## src/rtl/led_scan_pkg.sv

```systemverilog
// Shared state and mode encodings for the LED scan engine.
package led_scan_pkg;

  typedef enum logic [1:0] {
    DWELL_LO = 2'd0,
    UP       = 2'd1,
    DWELL_HI = 2'd2,
    DOWN     = 2'd3
  } scan_state_t;

  localparam logic [1:0] MODE_BOUNCE = 2'b00;
  localparam logic [1:0] MODE_ROT_L  = 2'b01;
  localparam logic [1:0] MODE_ROT_R  = 2'b10;
  localparam logic [1:0] MODE_HOLD   = 2'b11;

endpackage

```

## src/rtl/led_scan_engine_if.sv

```systemverilog
// Control/status bundle between the register block and the LED scan engine.
// The trail signal exists only when LED_TRAIL_EN is defined.
interface led_scan_engine_if #(
  parameter int WIDTH   = 8,
  parameter int DIV_W   = 16,
  parameter int DWELL_W = 4
);
  localparam int POS_W = $clog2(WIDTH);

  logic               enable;
  logic [1:0]         mode;
  logic [DIV_W-1:0]   step_div;
  logic [DWELL_W-1:0] dwell_lo;
  logic [DWELL_W-1:0] dwell_hi;
  logic [WIDTH-1:0]   count;
  logic [POS_W-1:0]   pos;
  logic               dir;
  logic               end_hit;
`ifdef LED_TRAIL_EN
  logic [WIDTH-1:0]   trail;
`endif

  modport master (
    output enable, mode, step_div, dwell_lo, dwell_hi,
`ifdef LED_TRAIL_EN
    input  trail,
`endif
    input  count, pos, dir, end_hit
  );

  modport slave (
    input  enable, mode, step_div, dwell_lo, dwell_hi,
`ifdef LED_TRAIL_EN
    output trail,
`endif
    output count, pos, dir, end_hit
  );

endinterface

```

## src/rtl/led_scan_prescaler.sv

```systemverilog
// Step-rate prescaler: one tick every step_div+1 enabled cycles.
module led_scan_prescaler #(
  parameter int DIV_W = 16
) (
  input  logic             clk,
  input  logic             reset,
  input  logic             enable,
  input  logic [DIV_W-1:0] step_div,
  output logic             tick
);

  logic [DIV_W-1:0] div_cnt;

  // An equality compare lets a lowered step_div wrap through 2^DIV_W instead of locking up.
  assign tick = enable && (div_cnt == step_div);

  always_ff @(posedge clk) begin
    if (!reset)      div_cnt <= '0;
    else if (tick)   div_cnt <= '0;
    else if (enable) div_cnt <= div_cnt + 1'b1;
  end

endmodule

```

## src/rtl/led_scan_engine.sv

```systemverilog
// One-hot LED scanner: bounce with end dwell, rotate either way, or hold.
// Optional LED_TRAIL_EN adds a two-lit comet trail output.
//
// state    | meaning
// DWELL_LO | parked at pos 0, counting down dwell_lo hold ticks
// UP       | bounce sweep toward WIDTH-1
// DWELL_HI | parked at pos WIDTH-1, counting down dwell_hi hold ticks
// DOWN     | bounce sweep toward 0
module led_scan_engine
  import led_scan_pkg::*;
#(
  parameter int WIDTH   = 8,
  parameter int DIV_W   = 16,
  parameter int DWELL_W = 4
) (
  input logic            clk,
  input logic            reset,
  led_scan_engine_if.slave bus
);

  localparam int POS_W = $clog2(WIDTH);
  localparam logic [POS_W-1:0] LAST     = POS_W'(WIDTH - 1);
  localparam logic [POS_W-1:0] PRE_LAST = POS_W'(WIDTH - 2);
  localparam logic [POS_W-1:0] FIRST_UP = POS_W'(1);
  localparam logic [WIDTH-1:0] ONE_HOT0 = {{(WIDTH-1){1'b0}}, 1'b1};

  scan_state_t        state, state_n, cur;
  logic [POS_W-1:0]   pos, pos_n;
  logic [WIDTH-1:0]   count;
  logic               dir, dir_n;
  logic [DWELL_W-1:0] dwell_cnt, dwell_n;
  logic               hit_q, hit_n;
  logic [1:0]         mode_q, mode_n;
  logic               tick;

  led_scan_prescaler #(.DIV_W(DIV_W)) u_prescaler (
    .clk      (clk),
    .reset    (reset),
    .enable   (bus.enable),
    .step_div (bus.step_div),
    .tick     (tick)
  );

  always_ff @(posedge clk) begin
    if (!reset) begin
      state     <= DWELL_LO;
      pos       <= '0;
      count     <= ONE_HOT0;
      dir       <= 1'b0;
      dwell_cnt <= bus.dwell_lo;
      hit_q     <= 1'b0;
      mode_q    <= MODE_BOUNCE;
    end else begin
      state     <= state_n;
      pos       <= pos_n;
      count     <= ONE_HOT0 << pos_n;
      dir       <= dir_n;
      dwell_cnt <= dwell_n;
      hit_q     <= hit_n;
      mode_q    <= mode_n;
    end
  end

  always_comb begin
    state_n = state;
    pos_n   = pos;
    dir_n   = dir;
    dwell_n = dwell_cnt;
    hit_n   = 1'b0;
    mode_n  = mode_q;
    cur     = state;
    if (tick) begin
      mode_n = bus.mode;
      case (bus.mode)
        MODE_BOUNCE: begin
          if (mode_q != MODE_BOUNCE && pos == LAST) begin
            state_n = DWELL_HI;
            dwell_n = bus.dwell_hi;
          end else if (mode_q != MODE_BOUNCE && pos == '0) begin
            state_n = DWELL_LO;
            dwell_n = bus.dwell_lo;
          end else begin
            if (mode_q != MODE_BOUNCE)
              cur = (mode_q == MODE_ROT_R) ? DOWN : UP;
            case (cur)
              DWELL_LO: begin
                if (dwell_cnt != '0) dwell_n = dwell_cnt - 1'b1;
                else begin
                  pos_n   = FIRST_UP;
                  dir_n   = 1'b0;
                  state_n = UP;
                end
              end
              UP: begin
                pos_n   = pos + 1'b1;
                dir_n   = 1'b0;
                state_n = UP;
              end
              DWELL_HI: begin
                if (dwell_cnt != '0) dwell_n = dwell_cnt - 1'b1;
                else begin
                  pos_n   = PRE_LAST;
                  dir_n   = 1'b1;
                  state_n = DOWN;
                end
              end
              DOWN: begin
                pos_n   = pos - 1'b1;
                dir_n   = 1'b1;
                state_n = DOWN;
              end
              default: ;
            endcase
            // A sweep step landing on an end parks there; this also covers WIDTH=2 dwell exits.
            if (state_n == UP && pos_n == LAST) begin
              state_n = DWELL_HI;
              dwell_n = bus.dwell_hi;
              hit_n   = 1'b1;
            end else if (state_n == DOWN && pos_n == '0) begin
              state_n = DWELL_LO;
              dwell_n = bus.dwell_lo;
              hit_n   = 1'b1;
            end
          end
        end
        MODE_ROT_L: begin
          pos_n = (pos == LAST) ? '0 : pos + 1'b1;
          dir_n = 1'b0;
          hit_n = (pos_n == LAST) || (pos_n == '0);
        end
        MODE_ROT_R: begin
          pos_n = (pos == '0) ? LAST : pos - 1'b1;
          dir_n = 1'b1;
          hit_n = (pos_n == LAST) || (pos_n == '0);
        end
        default: ;
      endcase
    end
  end

  assign bus.count   = count;
  assign bus.pos     = pos;
  assign bus.dir     = dir;
  assign bus.end_hit = hit_q & bus.enable;

`ifdef LED_TRAIL_EN
  logic [WIDTH-1:0] prev_count;

  // Refreshed on every tick, so a hold tick collapses the trail onto the lit bit.
  always_ff @(posedge clk) begin
    if (!reset)    prev_count <= ONE_HOT0;
    else if (tick) prev_count <= count;
  end

  assign bus.trail = count | prev_count;
`endif

endmodule

```

## src/flat_wrapper.sv

```systemverilog
// flat-port wrapper written by rule: the top's interface ports become plain ports
module led_scan_engine_flat import led_scan_pkg::*;
#(
  parameter int WIDTH   = 8,
  parameter int DIV_W   = 16,
  parameter int DWELL_W = 4
)
  (clk, reset, bus_enable, bus_mode, bus_step_div, bus_dwell_lo, bus_dwell_hi, bus_count, bus_pos, bus_dir, bus_end_hit);
  led_scan_engine_if #(.WIDTH(WIDTH), .DIV_W(DIV_W), .DWELL_W(DWELL_W)) bus_i ();
  input logic clk;
  input logic reset;
  input wire logic [$bits(bus_i.enable)-1:0] bus_enable;
  input wire logic [$bits(bus_i.mode)-1:0] bus_mode;
  input wire logic [$bits(bus_i.step_div)-1:0] bus_step_div;
  input wire logic [$bits(bus_i.dwell_lo)-1:0] bus_dwell_lo;
  input wire logic [$bits(bus_i.dwell_hi)-1:0] bus_dwell_hi;
  output wire logic [$bits(bus_i.count)-1:0] bus_count;
  output wire logic [$bits(bus_i.pos)-1:0] bus_pos;
  output wire logic [$bits(bus_i.dir)-1:0] bus_dir;
  output wire logic [$bits(bus_i.end_hit)-1:0] bus_end_hit;
  assign bus_i.enable = bus_enable;
  assign bus_i.mode = bus_mode;
  assign bus_i.step_div = bus_step_div;
  assign bus_i.dwell_lo = bus_dwell_lo;
  assign bus_i.dwell_hi = bus_dwell_hi;
  assign bus_count = bus_i.count;
  assign bus_pos = bus_i.pos;
  assign bus_dir = bus_i.dir;
  assign bus_end_hit = bus_i.end_hit;
  led_scan_engine #(.WIDTH(WIDTH), .DIV_W(DIV_W), .DWELL_W(DWELL_W)) u_core (.clk(clk), .reset(reset), .bus(bus_i));
endmodule
```

## config.mk

```make
export PLATFORM = sky130hd
export DESIGN_NAME = led_scan_engine_flat
export DESIGN_NICKNAME = d
export VERILOG_FILES = /design/src/rtl/led_scan_pkg.sv /design/src/rtl/led_scan_engine_if.sv /design/src/rtl/led_scan_prescaler.sv /design/src/rtl/led_scan_engine.sv /design/src/flat_wrapper.sv
export SDC_FILE = /design/constraint.sdc
export NUM_CORES = 1
export LEC_CHECK = 0
export BUFFER_PORTS_ARGS = -buffer_cell sky130_fd_sc_hd__buf_2
export CORE_UTILIZATION = 55
export DETAILED_ROUTE_END_ITERATION = 10
export GPL_TIMING_DRIVEN = 0
export PLACE_DENSITY_LB_ADDON = 0.2
export SLEW_MARGIN = 5
export SYNTH_ARGS = -nofsm -noshare
export SYNTH_HDL_FRONTEND = slang
export SYNTH_SLANG_ARGS = --single-unit
```

## constraint.sdc

```tcl
create_clock -name clk -period 3.23 [get_ports clk]
set_input_delay 0.646 -clock clk [delete_from_list [all_inputs] [get_ports clk]]
set_output_delay 0.646 -clock clk [all_outputs]
set_load 0.02 [all_outputs]
```

---- Word-level counts from Yosys, hierarchy flattened ----
Index checks and enable logic that the tools add are counted.
cells by class
  add/subtract/negate cells ............... 4
  equality and inequality tests ........... 21
  shift-type cells ........................ 1
  muxes and demuxes ....................... 50
  bitwise logic cells ..................... 2
  reductions and logical operators ........ 22
operator list
  operator                                                               count
  4-bit two-way mux                                                      9
  3-bit two-way mux                                                      11
  2-bit two-way mux                                                      16
  16-bit by 1-bit adder with 16-bit output, second input constant        1
  16-bit equality test                                                   1
  3-bit equality test, second input constant                             4
  3-bit zero test                                                        4
  3-bit case mux with 4 select lines                                     1
  2-bit equality test, second input constant                             5
  3-bit case mux with 3 select lines                                     1
  1-bit two-way mux                                                      8
  2-bit case mux with 4 select lines                                     1
  1-bit by 3-bit << shifter with 8-bit output, first input constant      1
  2-bit by 1-bit equality test with 1-bit output, second input constant  3
  3-bit != test, second input constant                                   2
  6-bit by 1-bit != test with 1-bit output, second input constant        1
  6-bit by 2-bit != test with 1-bit output, second input constant        1
  1-bit case mux with 3 select lines                                     2
  6-bit AND reduction                                                    1
  1-bit logical AND                                                      5
  2-bit zero test                                                        2
  2-bit by 1-bit != test with 1-bit output, second input constant        2
  2-bit != test, second input constant                                   2
  1-bit case mux with 4 select lines                                     1
  12 further kinds                                                       15
storage, ports and cells
  bits in registers ....................... 37
  output and inout port bits .............. 13
  logic and storage cells ................. 108

---- Depth between registers and ports, before layout ----
Gate-level depths: netlist (run 1).
  depth after elaboration ................. 22
  depth in mapped cells ................... 8
  gate-level depth less buffers ........... 8

---- By module ----
From an unflattened synthesis (run 1), not the netlist that was laid out.
unflattened totals
  cells, all modules ...................... 298
  area total of the unflattened synthesis .. 2652.5 um2
by module, submodules not included
  module              times used  cells an instance  area each (um2)  seq. area each (um2)
  led_scan_engine     1           190                1660.3           460.4
  led_scan_prescaler  1           108                992.2            320.3

---- Worst setup path after synthesis (run 1) ----
Ideal clock, no wire load.
  path kind ............................... register -> register
  from .................................... reg u_core.dwell_cnt[0]
  to ...................................... reg u_core.dwell_cnt[0] (enable)
  arrival ................................. 2202 ps
  setup slack ............................. 667 ps
  stages on the path, launching flop included .. 9
  buffers on the path ..................... 0
  clock period less this slack ............ 2563 ps
  cells stage by stage .................... edfxtp_1 > inv_1 > ha_1 > or3b_2 > or3_1 > a21oi_2 > a21bo_2 > nor2_1 > o21ai_0
between the ends
  longest elaborated chain between the ends .. 11
  elaborated cells on any way between the ends .. 24
  those cells by class .................... 5 x eq/ne; 14 x mux; 5 x reduce/logical
ends and longest elaborated chain
  element                                                                                                                       RTL line                                        RTL
  start, declared                                                                                                               led_scan_engine.sv:31                           logic [DWELL_W-1:0] dwell_cnt, dwell_n;
  start signal, assigned                                                                                                        led_scan_engine.sv:50                           dwell_cnt <= bus.dwell_lo;
  start signal, assigned                                                                                                        led_scan_engine.sv:58                           dwell_cnt <= dwell_n;
  4-bit nonzero test (*)                                                                                                        led_scan_engine.sv:87, led_scan_engine.sv:100
  3-bit two-way mux, or another cell as far along                                                                               led_scan_engine.sv:100                          if (dwell_cnt != '0) dwell_n = dwell_cnt - 1'b1;
  3-bit case mux with 4 select lines / 2-bit case mux with 4 select lines (equally long branches)                               led_scan_engine.sv:85                           case (cur)
  3-bit two-way mux / 2-bit two-way mux (equally long branches)                                                                 led_scan_engine.sv:79                           end else if (mode_q != MODE_BOUNCE && pos == '0) begin
  3-bit two-way mux / 2-bit two-way mux (equally long branches)                                                                 led_scan_engine.sv:76                           if (mode_q != MODE_BOUNCE && pos == LAST) begin
  3-bit two-way mux / 2-bit two-way mux (equally long branches)                                                                 led_scan_engine.sv:74                           case (bus.mode)
  3-bit two-way mux / 2-bit two-way mux (equally long branches)                                                                 led_scan_engine.sv:72                           if (tick) begin
  3-bit equality test, or another cell as far along                                                                             led_scan_engine.sv:115                          if (state_n == UP && pos_n == LAST) begin
  1-bit logical AND (on tied branches)                                                                                          led_scan_engine.sv:115, led_scan_engine.sv:119
  6-bit by 1-bit != test with 1-bit output (no source line) / 6-bit by 2-bit != test with 1-bit output (equally long branches)  n/a
  4-bit AND reduction (no source line) (*)                                                                                      n/a
Every way passes the cells marked *; elsewhere a longest branch is shown, timed or not. The select of a mux whose other input is x is not followed.
A chain may end at the register's enable or synchronous reset.

---- Worst setup path in the final report (run 1) ----
  from .................................... reg u_core.dwell_cnt[0]
  to ...................................... reg u_core.dwell_cnt[3] (enable)
Same word-level chain as after synthesis.

==> results of run 1 <==
[synth_stat cells (3+ instances only)]
| cell | instances | area [sq um] |
|---|---|---|
| sky130_fd_sc_hd__nor3_1 | 10 | 50.1 |
| sky130_fd_sc_hd__a21oi_1 | 11 | 55.1 |
| sky130_fd_sc_hd__nand4_1 | 6 | 37.5 |
| sky130_fd_sc_hd__and3_1 | 3 | 18.8 |
| sky130_fd_sc_hd__clkbuf_1 | 5 | 18.8 |
| sky130_fd_sc_hd__ha_1 | 13 | 163 |
| sky130_fd_sc_hd__edfxtp_1 | 4 | 120 |
| sky130_fd_sc_hd__a22o_1 | 3 | 26.3 |
| sky130_fd_sc_hd__nor4_1 | 6 | 37.5 |
| sky130_fd_sc_hd__o21ai_0 | 12 | 60.1 |
| sky130_fd_sc_hd__mux2i_1 | 3 | 30.0 |
| sky130_fd_sc_hd__buf_2 | 3 | 15.0 |
| sky130_fd_sc_hd__xnor2_1 | 13 | 114 |
| sky130_fd_sc_hd__nand3_1 | 12 | 60.1 |
| sky130_fd_sc_hd__dfxtp_1 | 33 | 661 |
| sky130_fd_sc_hd__xor2_1 | 20 | 175 |
| sky130_fd_sc_hd__a31oi_1 | 6 | 37.5 |
| sky130_fd_sc_hd__nand2_1 | 18 | 67.6 |
| sky130_fd_sc_hd__nor4b_1 | 3 | 26.3 |
| sky130_fd_sc_hd__nor2_1 | 28 | 105 |
| sky130_fd_sc_hd__inv_1 | 15 | 56.3 |
[layout make-up]
type                    count  area (sq um)  area share (%)
multi-input cells         211          1460            53.7
flip-flops and latches     37           781            28.8
repair buffers             40           200            7.37
clock buffers               6          72.6            2.67
well taps                  50          62.6            2.30
inverters                  16          60.1            2.21
plain buffers               9          45.0            1.66
clock inverters             2          35.0            1.29
[metal layers]
| layer | track usage (%) | wire length, um | vias to the layer above |
|---|---|---|---|
| met5 | 0 | 0 | - |
| met4 | 10.1 | 64 | 0 |
| met3 | 5.91 | 225 | 7 |
| met2 | 43.9 | 2590 | 58 |
| met1 | 30.1 | 2210 | 963 |
| li1 | - | - | 1072 |
[cell usage in the layout, fill, tap and decap left out, types with 6 or more instances in the layout]
cell / Yosys / routed
sky130_fd_sc_hd__nand3_1: 12 / 12
sky130_fd_sc_hd__inv_1: 15 / 15
sky130_fd_sc_hd__clkbuf_1: 5 / 6
sky130_fd_sc_hd__nor4_1: 6 / 6
sky130_fd_sc_hd__dfxtp_1: 33 / 33
sky130_fd_sc_hd__nor3_1: 10 / 10
sky130_fd_sc_hd__nor2_1: 28 / 28
sky130_fd_sc_hd__a21oi_1: 11 / 11
sky130_fd_sc_hd__nand4_1: 6 / 6
sky130_fd_sc_hd__xnor2_1: 13 / 13
sky130_fd_sc_hd__o21ai_0: 12 / 12
sky130_fd_sc_hd__xor2_1: 20 / 20
sky130_fd_sc_hd__a31oi_1: 6 / 6
sky130_fd_sc_hd__ha_1: 13 / 13
sky130_fd_sc_hd__nand2_1: 18 / 18
sky130_fd_sc_hd__buf_2: 3 / 43
[power groups by stage]
stage	combinational (mW)	clock (mW)	sequential, mW
5_1_grt	0.102	0.419	0.482
3_3_place_gp	0.0882	0	0.491
3_5_place_dp	0.0906	0	0.491
2_1_floorplan	0.0580	0	0.489
6_report	0.0906	0.393	0.480
4_1_cts	0.0910	0.400	0.480
[per-stage QoR]
step | instance area, sq um | total power [mW]
5_1_grt | 2720 | 1.00
3_5_place_dp | 2610 | 0.582
6_report | 2720 | 0.964
4_1_cts | 2720 | 0.972
3_3_place_gp | 2610 | 0.579
2_1_floorplan | 2340 | 0.547
[state kept, by name, indices dropped and copies added, names as in the netlist]
register / flops
u_core.state: 2
u_core.u_prescaler.div_cnt: 16
u_core.bus.count: 8
u_core.mode_q: 2
u_core.hit_q: 1
u_core.bus.dir: 1
u_core.dwell_cnt: 4
u_core.bus.pos: 3
[cells by family after synthesis]
group                    count (synthesis)  synth area share, %
AO/OA/AOI/OAI                           57                 17.3
adder cells (fa/ha/maj)                 13                 6.94
XOR/XNOR                                34                 13.0
AND/OR/NAND/NOR                        102                 22.7
multiplexers                             5                 2.24
flip-flops                              37                 33.3
buffers and inverters                   25                 4.48
[path summary, 6_finish.rpt]
kind | start | to | depth (start not counted)
setup / recovery | u_core.dwell_cnt[0] | u_core.dwell_cnt[3] | 8
hold / removal | u_core.state[0] | u_core.state[0] | 2
setup reg to reg | u_core.dwell_cnt[0] | u_core.dwell_cnt[3] | 8
hold reg to reg | u_core.state[0] | u_core.state[0] | 2
[worst max-delay path, delay by kind of cell (launching register included)]
family | cells | cell delay, ns
compound gates | 3 | 0.96
flops | 1 | 0.42
fa+ha+maj | 1 | 0.20
buf+inv | 1 | 0.08
simple gates | 3 | 0.89
==> impl_table.tex, run 1 <==
\begin{tabular}{lr}
\hline
Metric & Value \\
\hline
\multicolumn{2}{l}{\textbf{Timing}} \\
\quad Final number of max-transition violations & 0 \\
\quad Setup\_tns & 0 ns \\
\quad Worst Slack Setup Final & between 0.3 and 0.4 ns \\
\quad Hold Violations, Final & 0 \\
\quad Setup repair after global routing missed its margin & false \\
\quad Final worst hold slack & around 0.52 ns \\
\quad Fin Clk Skew & 0.00975 ns \\
\quad Final worst path period need & just under 3 ns \\
\quad Slew @ Worst Pin & 0.672 ns \\
\quad Post-route clock period utilization & between 90\% and 100\% \\
\quad Rel. slew slack & between 50\% and 60\% \\
\quad F\_max & between 300 and 400 MHz \\
\quad Total of endpoints with negative setup slack in the final report & 0 \\
\multicolumn{2}{l}{\textbf{Power}} \\
\quad Power per Cell Area & 355 nW/um\^{}2 \\
\quad Portion of total power attributed to sequential cells & between 40\% and 50\% \\
\quad Internal Dissipation & around 0.74 mW \\
\quad Part of the power in combinational logic & approximately a tenth \\
\quad P\_sw & 0.219 mW \\
\quad Worst vdd ir & roughly 0.32 mV \\
\quad Proportion of power drawn by the clock network & between 40\% and 50\% \\
\quad Proportion of total power due to net switching & 22.7\% \\
\quad Leakage Power & about 1.1 nW \\
\multicolumn{2}{l}{\textbf{Global routing}} \\
\quad Vias in the first global route & about 1900 \\
\quad Pin count of the biggest net entering global routing & 13 \\
\quad Antenna violations before repair & 0 \\
\quad First-pass GRT wire length & about 8.6 mm \\
\quad Global route total overflow & 0 \\
\quad Overall track demand over capacity in global routing & between 20\% and 30\% \\
\multicolumn{2}{l}{\textbf{Floorplan}} \\
\quad I/O pin count & 42 \\
\quad Die outline height & approximately 67 um \\
\quad Die ar. & approximately 4500 sq um \\
\quad Std cell rows & 23 \\
\quad Effective utilization at floorplan & 57.8\% \\
\quad Area inside the core boundary & roughly 4100 sq um \\
\quad Chip width & 67.3 um \\
\multicolumn{2}{l}{\textbf{Job}} \\
\quad Max-cap viol count & 0 \\
\multicolumn{2}{l}{\textbf{Yosys}} \\
\quad Warnings from Yosys & 0 \\
\quad Average size of a mapped cell & around 8.6 sq um \\
\quad Count of distinct cell types in the synthesized netlist & 59 \\
\quad Mapped Nets & 315 \\
\quad Share of the yosys chip area belonging to registers & between 30\% and 40\% \\
\quad Post-synthesis sequential element count & 37 \\
\quad Async S/R FF share, synth & 0\% \\
\quad Number of instances in the synthesized netlist & between 200 and 300 \\
\quad Number of synthesized flops with an enable pin & 4 \\
\quad Prevailing post-synth register cell & sky130\_fd\_sc\_hd\_\_dfxtp\_1 \\
\quad Mapped cell area & 2340 sq um \\
\multicolumn{2}{l}{\textbf{Cells and area}} \\
\quad Area growth from synthesis to layout & 15.8\% \\
\quad Nets@finish & roughly 360 \\
\quad Fraction of final layout cells with drive strength greater than 1 & 20.2\% \\
\quad Number of fill cells & around 360 \\
\quad Antenna diodes & 0 \\
\quad Non-filler cells, final & $\sim$370 \\
\quad Post-route core utilization & about two thirds \\
\multicolumn{2}{l}{\textbf{CTS}} \\
\quad Clock tree from TritonCTS & yes \\
\quad Hold buffer count at CTS & 0 \\
\quad Clock tree root buffer cell & sky130\_fd\_sc\_hd\_\_clkbuf\_8 \\
\quad Cts bufs inserted & 5 \\
\quad Clock Pin Slew Worst Setup and Hold Paths & about 0.080 ns \\
\quad Number of clock sinks & 37 \\
\quad Depth of the CTS H-tree & 2 \\
\quad Clock buffer depth & 2 \\
\quad Insertion delay of the later-clocked pin in the worst-skew pair & between 0.2 and 0.3 ns \\
\quad Post-cts repair resize count & 0 \\
\quad Post-CTS Setup Repair Bufs & 0 \\
\multicolumn{2}{l}{\textbf{Critical path}} \\
\quad Required time of the critical path & between 3 and 4 ns \\
\quad Critical Path AT & around 2.9 ns \\
\quad Startpoint type of the worst setup path & register \\
\quad Ordered cell list for the critical path & inv\_1 > ha\_1 > or3b\_2 > or3\_1 > a21oi\_2 > a21bo\_2 > nor2\_1 > o21ai\_0 \\
\quad Slowest CP cell & sky130\_fd\_sc\_hd\_\_or3b\_2 \\
\quad Crit path capture type & register \\
\quad Path type of the worst setup path & register to register \\
\quad Register-to-register setup slack & between 0.3 and 0.4 ns \\
\quad Crit-path max cell delay & around 0.5 ns \\
\quad Largest fanout of any net on the critical path & 5 \\
\multicolumn{2}{l}{\textbf{Placement}} \\
\quad Port Buf Inserts & 40 \\
\quad Minimum setup slack after placement & slightly below 0.2 ns \\
\quad Placed Cells & 363 \\
\quad Global placer's final weighted congestion & slightly below 0.9 \\
\quad DPL Wire Length & roughly 4.0 mm \\
\multicolumn{2}{l}{\textbf{Detailed routing}} \\
\quad Via-to-Cell Ratio & about 5.7 \\
\quad Via count & 2100 \\
\quad 1st-iter DRT viols & about 200 \\
\quad Count of antenna-violating nets left after detailed routing & 0 \\
\quad Average routed wire per standard cell & 13.7 um \\
\quad First-pass iteration count of the detailed router & 4 \\
\quad Total wirelength of the detailed-routed design & a little over 5 mm \\
\quad Post-route DRC & 0 \\
\multicolumn{2}{l}{\textbf{Hold path}} \\
\quad Min-Delay Path Class & register to register \\
\multicolumn{2}{l}{\textbf{Status}} \\
\quad Outcome & finished clean \\
\hline
\end{tabular}
(Power assumes the default switching activity.)
==> run 2: changes to the inputs <==
Settings changed: ABC_AREA from default to 1.
==> run 2 against run 1 <==
  * Final area increased by 18%
  * Die area increased by 19%
  * Sequential cell count unchanged
  * Hold slack got worse by 0.053 ns
  * Global-route usage increased by 0.75 points
  * Total power increased by 2.3%
==> impl_table.tex, run 2 <==
\begin{tabular}{lr}
\hline
Metric & Value \\
\hline
\multicolumn{2}{l}{\textbf{Cells and area}} \\
\quad Number of fill cells & approximately 460 \\
\quad Top register by number of flip-flops & u\_core.u\_prescaler.div\_cnt \\
\quad Largest registers & u\_core.u\_prescaler.div\_cnt (16), u\_core.bus.count (8), u\_core.dwell\_cnt (4) \\
\quad Most frequent cells in the layout & sky130\_fd\_sc\_hd\_\_nand2\_1, sky130\_fd\_sc\_hd\_\_inv\_1, sky130\_fd\_sc\_hd\_\_nor2\_1 \\
\quad Antenna diodes & 0 \\
\quad Fraction of final layout cells with drive strength greater than 1 & 21.7\% \\
\quad Most common cell after layout, fill and taps aside & sky130\_fd\_sc\_hd\_\_nand2\_1 \\
\quad Area growth from synthesis to layout & 14.3\% \\
\quad Flip-flop count of the largest register after layout & 16 \\
\quad Post-route core utilization & between 60\% and 70\% \\
\quad Nets@finish & between 500 and 600 \\
\multicolumn{2}{l}{\textbf{Hold path}} \\
\quad Cell depth of the worst min-delay path & 2 \\
\quad Worst hold start & u\_core.bus.dir \\
\quad Hold Path End & u\_core.bus.dir \\
\quad Min-Delay Path Class & register to register \\
\multicolumn{2}{l}{\textbf{Global routing}} \\
\quad Global route total overflow & 0 \\
\quad Met3 global-route usage & between 4 and 5\% \\
\quad Global routing met2 resource utilization & 44.2\% \\
\quad Vias in the first global route & 2512 \\
\quad GRT met1 Usage & between 30\% and 40\% \\
\quad Antenna violations before repair & 0 \\
\quad Overall track demand over capacity in global routing & 26.2\% \\
\quad Pin count of the biggest net entering global routing & 12 \\
\quad First-pass GRT wire length & roughly 11 mm \\
\quad GRT busiest layer & met2 \\
\multicolumn{2}{l}{\textbf{Status}} \\
\quad Outcome & finished clean \\
\multicolumn{2}{l}{\textbf{Timing}} \\
\quad Hold Violations, Final & 0 \\
\quad Post-route clock period utilization & approximately 73\% \\
\quad Setup repair after global routing missed its margin & false \\
\quad Fin Clk Skew & 0.0100 ns \\
\quad Final worst path period need & between 2 and 2.5 ns \\
\quad Final worst hold slack & about 0.46 ns \\
\quad F\_max & 424 MHz \\
\quad Slew @ Worst Pin & 0.431 ns \\
\quad Rel. slew slack & 71.3\% \\
\quad Final number of max-transition violations & 0 \\
\quad Total of endpoints with negative setup slack in the final report & 0 \\
\quad Setup\_tns & 0 ns \\
\multicolumn{2}{l}{\textbf{Yosys}} \\
\quad Number of instances in the synthesized netlist & 417 \\
\quad Warnings from Yosys & 0 \\
\quad Cell with the most instances after synthesis & sky130\_fd\_sc\_hd\_\_nand2\_1 \\
\quad Mapped cell area & $\sim$2800 sq um \\
\quad Commonest cells in the netlist & sky130\_fd\_sc\_hd\_\_nand2\_1, sky130\_fd\_sc\_hd\_\_inv\_1, sky130\_fd\_sc\_hd\_\_nor2\_1 \\
\quad Number of synthesized flops with an enable pin & 4 \\
\quad Count of distinct cell types in the synthesized netlist & 42 \\
\quad Share of the yosys chip area belonging to registers & roughly 28\% \\
\quad Prevailing post-synth register cell & sky130\_fd\_sc\_hd\_\_dfxtp\_1 \\
\quad Async S/R FF share, synth & 0\% \\
\quad Most area-consuming cells after synthesis & sky130\_fd\_sc\_hd\_\_dfxtp\_1, sky130\_fd\_sc\_hd\_\_nand2\_1, sky130\_fd\_sc\_hd\_\_inv\_1 \\
\quad Share of Yosys cell area claimed by the top area cell type & 23.6\% \\
\quad Average size of a mapped cell & roughly 6.7 sq um \\
\quad Mapped Nets & about 460 \\
\quad Post-synthesis sequential element count & 37 \\
\quad Cell taking the most area after synthesis & sky130\_fd\_sc\_hd\_\_dfxtp\_1 \\
\multicolumn{2}{l}{\textbf{CTS}} \\
\quad Insertion delay of the later-clocked pin in the worst-skew pair & between 0.2 and 0.3 ns \\
\quad Clock tree from TritonCTS & yes \\
\quad Clock buffer depth & 2 \\
\quad Clock tree root buffer cell & sky130\_fd\_sc\_hd\_\_clkbuf\_8 \\
\quad Cts bufs inserted & 5 \\
\quad Number of clock sinks & 37 \\
\quad Depth of the CTS H-tree & 2 \\
\quad Post-CTS Setup Repair Bufs & 0 \\
\quad Clock Pin Slew Worst Setup and Hold Paths & around 0.08 ns \\
\quad Post-cts repair resize count & 0 \\
\quad Hold buffer count at CTS & 0 \\
\multicolumn{2}{l}{\textbf{Critical path}} \\
\quad R2r worst-path depth & 11 \\
\quad Required time of the critical path & 3.23 ns \\
\quad Crit-path max cell delay & roughly 0.52 ns \\
\quad Critical Path AT & about 2.4 ns \\
\quad Ordered cell list for the critical path & inv\_1 > ha\_1 > inv\_1 > nand3\_1 > nand3\_1 > nor2\_4 > inv\_2 > nand3\_4 > nand2\_2 > o21ai\_1 > nand2\_1 \\
\quad Slowest CP cell & sky130\_fd\_sc\_hd\_\_dfxtp\_1 \\
\quad End of the worst register-to-register path & u\_core.dwell\_cnt[1] \\
\quad Startpoint type of the worst setup path & register \\
\quad Startpoint of the worst register-to-register path & u\_core.bus.pos[0] \\
\quad Crit path capture type & register \\
\quad Register-to-register setup slack & approximately 0.87 ns \\
\quad Largest fanout of any net on the critical path & 9 \\
\quad Path type of the worst setup path & register to register \\
\multicolumn{2}{l}{\textbf{Power}} \\
\quad Power per Cell Area & 308 nW/um\^{}2 \\
\quad Leakage Power & 1.59 nW \\
\quad Worst vdd ir & around 0.27 mV \\
\multicolumn{2}{l}{\textbf{Detailed routing}} \\
\quad Via count & approximately 2700 \\
\quad Via-to-Cell Ratio & 5.11 \\
\quad Count of antenna-violating nets left after detailed routing & 0 \\
\quad First-pass iteration count of the detailed router & 4 \\
\quad Post-route DRC & 0 \\
\quad 1st-iter DRT viols & around 200 \\
\quad Average routed wire per standard cell & between 10 and 15 um \\
\quad Total wirelength of the detailed-routed design & between 6 and 7 mm \\
\multicolumn{2}{l}{\textbf{Placement}} \\
\quad DPL Wire Length & approximately 5.1 mm \\
\quad Global placer's final weighted congestion & 0.867 \\
\quad Port Buf Inserts & between 40 and 50 \\
\multicolumn{2}{l}{\textbf{Floorplan}} \\
\quad I/O pin count & 42 \\
\quad Effective utilization at floorplan & 58.1\% \\
\quad Area inside the core boundary & 4820 sq um \\
\quad Std cell rows & 25 \\
\quad Die ar. & $\sim$5400 sq um \\
\quad Chip width & 73.3 um \\
\quad Die outline height & between 70 and 80 um \\
\multicolumn{2}{l}{\textbf{Job}} \\
\quad Max-cap viol count & 0 \\
\hline
\end{tabular}
run 2: changes by cell type after synthesis, moves of 7 or more:
cell / previous run / this run
sky130_fd_sc_hd__xor2_1: 20 / 11
sky130_fd_sc_hd__nor2_1: 28 / 56
sky130_fd_sc_hd__inv_1: 15 / 60
sky130_fd_sc_hd__nand3_1: 12 / 22
sky130_fd_sc_hd__nand2_2: 0 / 8
sky130_fd_sc_hd__o21ai_1: 0 / 8
sky130_fd_sc_hd__nand2_1: 18 / 88
sky130_fd_sc_hd__nor2_2: 0 / 7
sky130_fd_sc_hd__inv_2: 0 / 13
sky130_fd_sc_hd__xnor2_1: 13 / 3
run 2: routing by layer:
| layer | routed length (um) | share of wire [%] | vias to the layer above |
|---|---|---|---|
| li1 | - | - | 1417 |
| met1 | 3030 | 47 | 1219 |
| met5 | 0 | 0 | - |
| met4 | 43 | 0.67 | 0 |
| met3 | 360 | 5.6 | 7 |
| met2 | 3010 | 47 | 82 |
run 2: area by class of cell:
cell class | count | area [sq um] | area share, %
plain buffers | 2 | 11.3 | 0.352
multi-input cells | 302 | 1720 | 53.7
inverters | 76 | 290 | 9.07
clock buffers | 8 | 111 | 3.48
well taps | 67 | 83.8 | 2.62
repair buffers | 41 | 205 | 6.41
flip-flops and latches | 37 | 781 | 24.4
run 2: worst max path at each step:
stage | from | depth (start not counted) | to
4_1_cts | u_core.bus.pos[0] | 11 | u_core.dwell_cnt[0]
3_5_place_dp | u_core.bus.pos[0] | 11 | u_core.dwell_cnt[2]
2_1_floorplan | u_core.bus.pos[1] | 15 | u_core.dwell_cnt[2]
5_1_grt | u_core.bus.pos[0] | 14 | u_core.dwell_cnt[0]
3_3_place_gp | u_core.bus.pos[0] | 11 | u_core.dwell_cnt[2]
6_report | u_core.bus.pos[0] | 11 | u_core.dwell_cnt[1]
run 2: worst max-delay path: cells and delay by family (launching register included):
family	cells	cell delay, ns
simple gates	6	0.75
compound gates	1	0.11
fa+ha+maj	1	0.38
flops	1	0.52
buf+inv	3	0.31
run 2: per-stage QoR:
stage	area, sq um	power [mW]	setup WS (ns)	std cells
5_1_grt	3200	1.02	0.647	533
3_5_place_dp	3090	0.606	0.865	525
4_1_cts	3200	0.991	0.861	533
6_report	3200	0.985	0.874	533
3_3_place_gp	3090	0.603	0.926	525
2_1_floorplan	2800	0.565	1.05	417
run 2: where the power goes:
part | switching [mW] | total (mW) | internal (mW)
sequential | 0.00417 | 0.476 | 0.472
clock | 0.168 | 0.389 | 0.221
combinational | 0.0735 | 0.121 | 0.0472
total | 0.246 | 0.985 | 0.739
run 2: cells by family after synthesis:
group	share of synthesized area [%]
fa+ha+maj	5.81
xor+xnor	4.38
buf+inv	10.8
compound gates	10.1
flops	27.9
simple gates	41.0
==> run 3: changes to the inputs <==
Settings changed: CORE_UTILIZATION 55 to 52.
Clock period 3.23 ns to 2.1 ns, I/O delays scaled along.
==> run 3 against run 2 <==
  * The run now ends with setup timing left
  * Via count increased by 3.7%
  * Sequential power rose by 53%
  * Sequential share of layout area down 1.4 points
  * Critical path type unchanged
==> impl_table.tex, run 3 (synthesis gave the netlist of run 2 again) <==
\begin{tabular}{lr}
\hline
Metric & Value \\
\hline
\multicolumn{2}{l}{\textbf{Power}} \\
\quad Worst vdd ir & $\sim$0.29 mV \\
\quad Leakage Power & 1.68 nW \\
\quad Power per Cell Area & 414 nW/um\^{}2 \\
\quad Design Power & between 1 and 1.5 mW \\
\multicolumn{2}{l}{\textbf{Timing}} \\
\quad Rel. slew slack & approximately 66\% \\
\quad Worst Slack Setup Final & -0.0349 ns \\
\quad Final worst hold slack & roughly 0.42 ns \\
\quad Fin Clk Skew & roughly 0.011 ns \\
\quad Post-route clock period utilization & 102\% \\
\quad Slew @ Worst Pin & 0.512 ns \\
\quad Setup repair after global routing missed its margin & true \\
\quad Total of endpoints with negative setup slack in the final report & 1 \\
\quad Hold Violations, Final & 0 \\
\quad Final number of max-transition violations & 0 \\
\quad F\_max & $\sim$470 MHz \\
\quad Final worst path period need & 2.13 ns \\
\multicolumn{2}{l}{\textbf{Critical path}} \\
\quad Largest fanout of any net on the critical path & 5 \\
\quad Crit path capture type & register \\
\quad Startpoint type of the worst setup path & register \\
\quad Crit-path max cell delay & approximately 0.38 ns \\
\quad Worst path most repeated cell & sky130\_fd\_sc\_hd\_\_nand2\_1 \\
\quad End of the worst register-to-register path & u\_core.dwell\_cnt[2] \\
\quad R2r worst-path depth & 15 \\
\quad Ordered cell list for the critical path & clkinvlp\_4 > ha\_4 > inv\_2 > nand3\_2 > nand3\_2 > nor2\_4 > inv\_2 > nand3\_4 > nor2\_1 > nor2\_1 > nand2\_1 > nand2\_1 > nand2\_1 > nand2\_1 > nand2\_1 \\
\quad Required time of the critical path & about 2.2 ns \\
\quad Path type of the worst setup path & register to register \\
\quad Startpoint of the worst register-to-register path & u\_core.bus.pos[0] \\
\quad Slowest CP cell & sky130\_fd\_sc\_hd\_\_dfxtp\_4 \\
\quad Register-to-register setup slack & -0.03 ns \\
\quad Critical Path AT & 2.18 ns \\
\multicolumn{2}{l}{\textbf{Detailed routing}} \\
\quad Via-to-Cell Ratio & slightly above 5 \\
\quad Total wirelength of the detailed-routed design & 6.94 mm \\
\quad 1st-iter DRT viols & $\sim$160 \\
\quad Post-route DRC & 0 \\
\quad First-pass iteration count of the detailed router & 5 \\
\quad Via count & between 2000 and 3000 \\
\quad Average routed wire per standard cell & approximately 13 um \\
\quad Count of antenna-violating nets left after detailed routing & 0 \\
\multicolumn{2}{l}{\textbf{Floorplan}} \\
\quad I/O pin count & 42 \\
\quad Die ar. & between 5000 and 6000 sq um \\
\quad Area inside the core boundary & 5140 sq um \\
\quad Std cell rows & 26 \\
\quad Die outline height & 75.4 um \\
\quad Effective utilization at floorplan & about 54\% \\
\quad Chip width & 75.4 um \\
\multicolumn{2}{l}{\textbf{Cells and area}} \\
\quad Number of fill cells & 494 \\
\quad Top register by number of flip-flops & u\_core.u\_prescaler.div\_cnt \\
\quad Largest registers & u\_core.u\_prescaler.div\_cnt (16), u\_core.bus.count (8), u\_core.dwell\_cnt (4) \\
\quad Non-filler cells, final & approximately 550 \\
\quad Most frequent cells in the layout & sky130\_fd\_sc\_hd\_\_nand2\_1, sky130\_fd\_sc\_hd\_\_inv\_1, sky130\_fd\_sc\_hd\_\_nor2\_1 \\
\quad Antenna diodes & 0 \\
\quad Flip-flop count of the largest register after layout & 16 \\
\quad Fraction of final layout cells with drive strength greater than 1 & approximately 29\% \\
\quad Nets@finish & 522 \\
\quad Area growth from synthesis to layout & 22.6\% \\
\quad Most common cell after layout, fill and taps aside & sky130\_fd\_sc\_hd\_\_nand2\_1 \\
\multicolumn{2}{l}{\textbf{Global routing}} \\
\quad Vias in the first global route & 2441 \\
\quad Overall track demand over capacity in global routing & roughly 24\% \\
\quad Pin count of the biggest net entering global routing & 13 \\
\quad Global route total overflow & 0 \\
\quad Antenna violations before repair & 0 \\
\quad First-pass GRT wire length & about 10 mm \\
\multicolumn{2}{l}{\textbf{CTS}} \\
\quad Insertion delay of the later-clocked pin in the worst-skew pair & 0.29 ns \\
\quad Clock Pin Slew Worst Setup and Hold Paths & approximately 0.08 ns \\
\quad Clock tree root buffer cell & sky130\_fd\_sc\_hd\_\_clkbuf\_8 \\
\quad Depth of the CTS H-tree & 2 \\
\quad Cts bufs inserted & 5 \\
\quad Number of clock sinks & 37 \\
\quad Hold buffer count at CTS & 0 \\
\quad Clock tree from TritonCTS & yes \\
\quad Clock buffer depth & 2 \\
\multicolumn{2}{l}{\textbf{Status}} \\
\quad Outcome & finished, violations left \\
\quad Failing checks & setup timing \\
\multicolumn{2}{l}{\textbf{Placement}} \\
\quad Placed Cells & between 500 and 600 \\
\quad Port Buf Inserts & a little over 40 \\
\quad Global placer's final weighted congestion & around 0.87 \\
\quad DPL Wire Length & $\sim$5 mm \\
\multicolumn{2}{l}{\textbf{Hold path}} \\
\quad Worst hold start & bus\_dwell\_lo[2] \\
\quad Min-Delay Path Class & input port to register \\
\quad Hold Path End & u\_core.dwell\_cnt[2] \\
\quad Cell depth of the worst min-delay path & 3 \\
\multicolumn{2}{l}{\textbf{Job}} \\
\quad Max-cap viol count & 0 \\
\hline
\end{tabular}
run 3: worst max-delay path by stage:
stage	from	endpoint	slack [ns]
after floorplan	u_core.bus.pos[1]	u_core.dwell_cnt[2]	0.07
after global placement	u_core.bus.pos[0]	u_core.dwell_cnt[2]	-0.09
after detailed placement	u_core.bus.pos[0]	u_core.dwell_cnt[0]	-0.09
after CTS	u_core.bus.pos[1]	u_core.bus.count[6]	0.01
after global routing	u_core.bus.pos[0]	u_core.dwell_cnt[2]	-0.14
final	u_core.bus.pos[0]	u_core.dwell_cnt[2]	-0.03
run 3: what timing repair did:
item,CTS,global route
resized for setup,7,26
setup endpoints to repair,16,18
cloned,0,1
buffers inserted,6,8
pin swaps,1,10
run 3: metrics by stage:
stage / area, sq um / setup WS (ns) / utilization, % / setup TNS (ns)
after floorplan: 2800 / 0.0716 / - / 0
after global placement: 3090 / -0.0919 / 60.2 / -0.555
after detailed placement: 3090 / -0.0920 / 60.2 / -0.700
after CTS: 3260 / 0.0136 / 63.3 / 0
after global routing: 3430 / -0.138 / 66.7 / -0.442
final: 3430 / -0.0349 / 66.7 / -0.0349
run 3: layout make-up:
cell class                      instances  area [sq um]  share of cell area, %
Tap cell                               70          87.6                   2.55
Timing Repair Buffer                   55           314                   9.15
Buffer                                  2          11.3                  0.328
Clock inverter                          3          16.3                  0.474
Inverter                               76           297                   8.64
Clock buffer                            5          68.8                   2.01
Multi-Input combinational cell        303          1850                   53.9
Sequential cell                        37           788                   23.0
run 3: per-layer routing:
layer	vias to the layer above	GRT usage [%]	wire length (um)	share of wire [%]
met4	0	6.79	93	1.3
met2	72	44.7	3590	52
met5	-	0	0	0
met1	1292	28.7	2990	43
met3	8	3.84	268	3.9
li1	1455	-	-	-
run 3: worst max-delay path: cells and delay by family (launching register included):
family	cells	cell delay, ns
fa+ha+maj	1	0.31
buf+inv	3	0.26
flops	1	0.38
simple gates	11	0.94
run 3: power by group:
group	internal [mW]	total [mW]	switching [mW]
sequential	0.723	0.730	0.00697
combinational	0.0766	0.201	0.124
clock	0.230	0.491	0.261
total	1.03	1.42	0.392
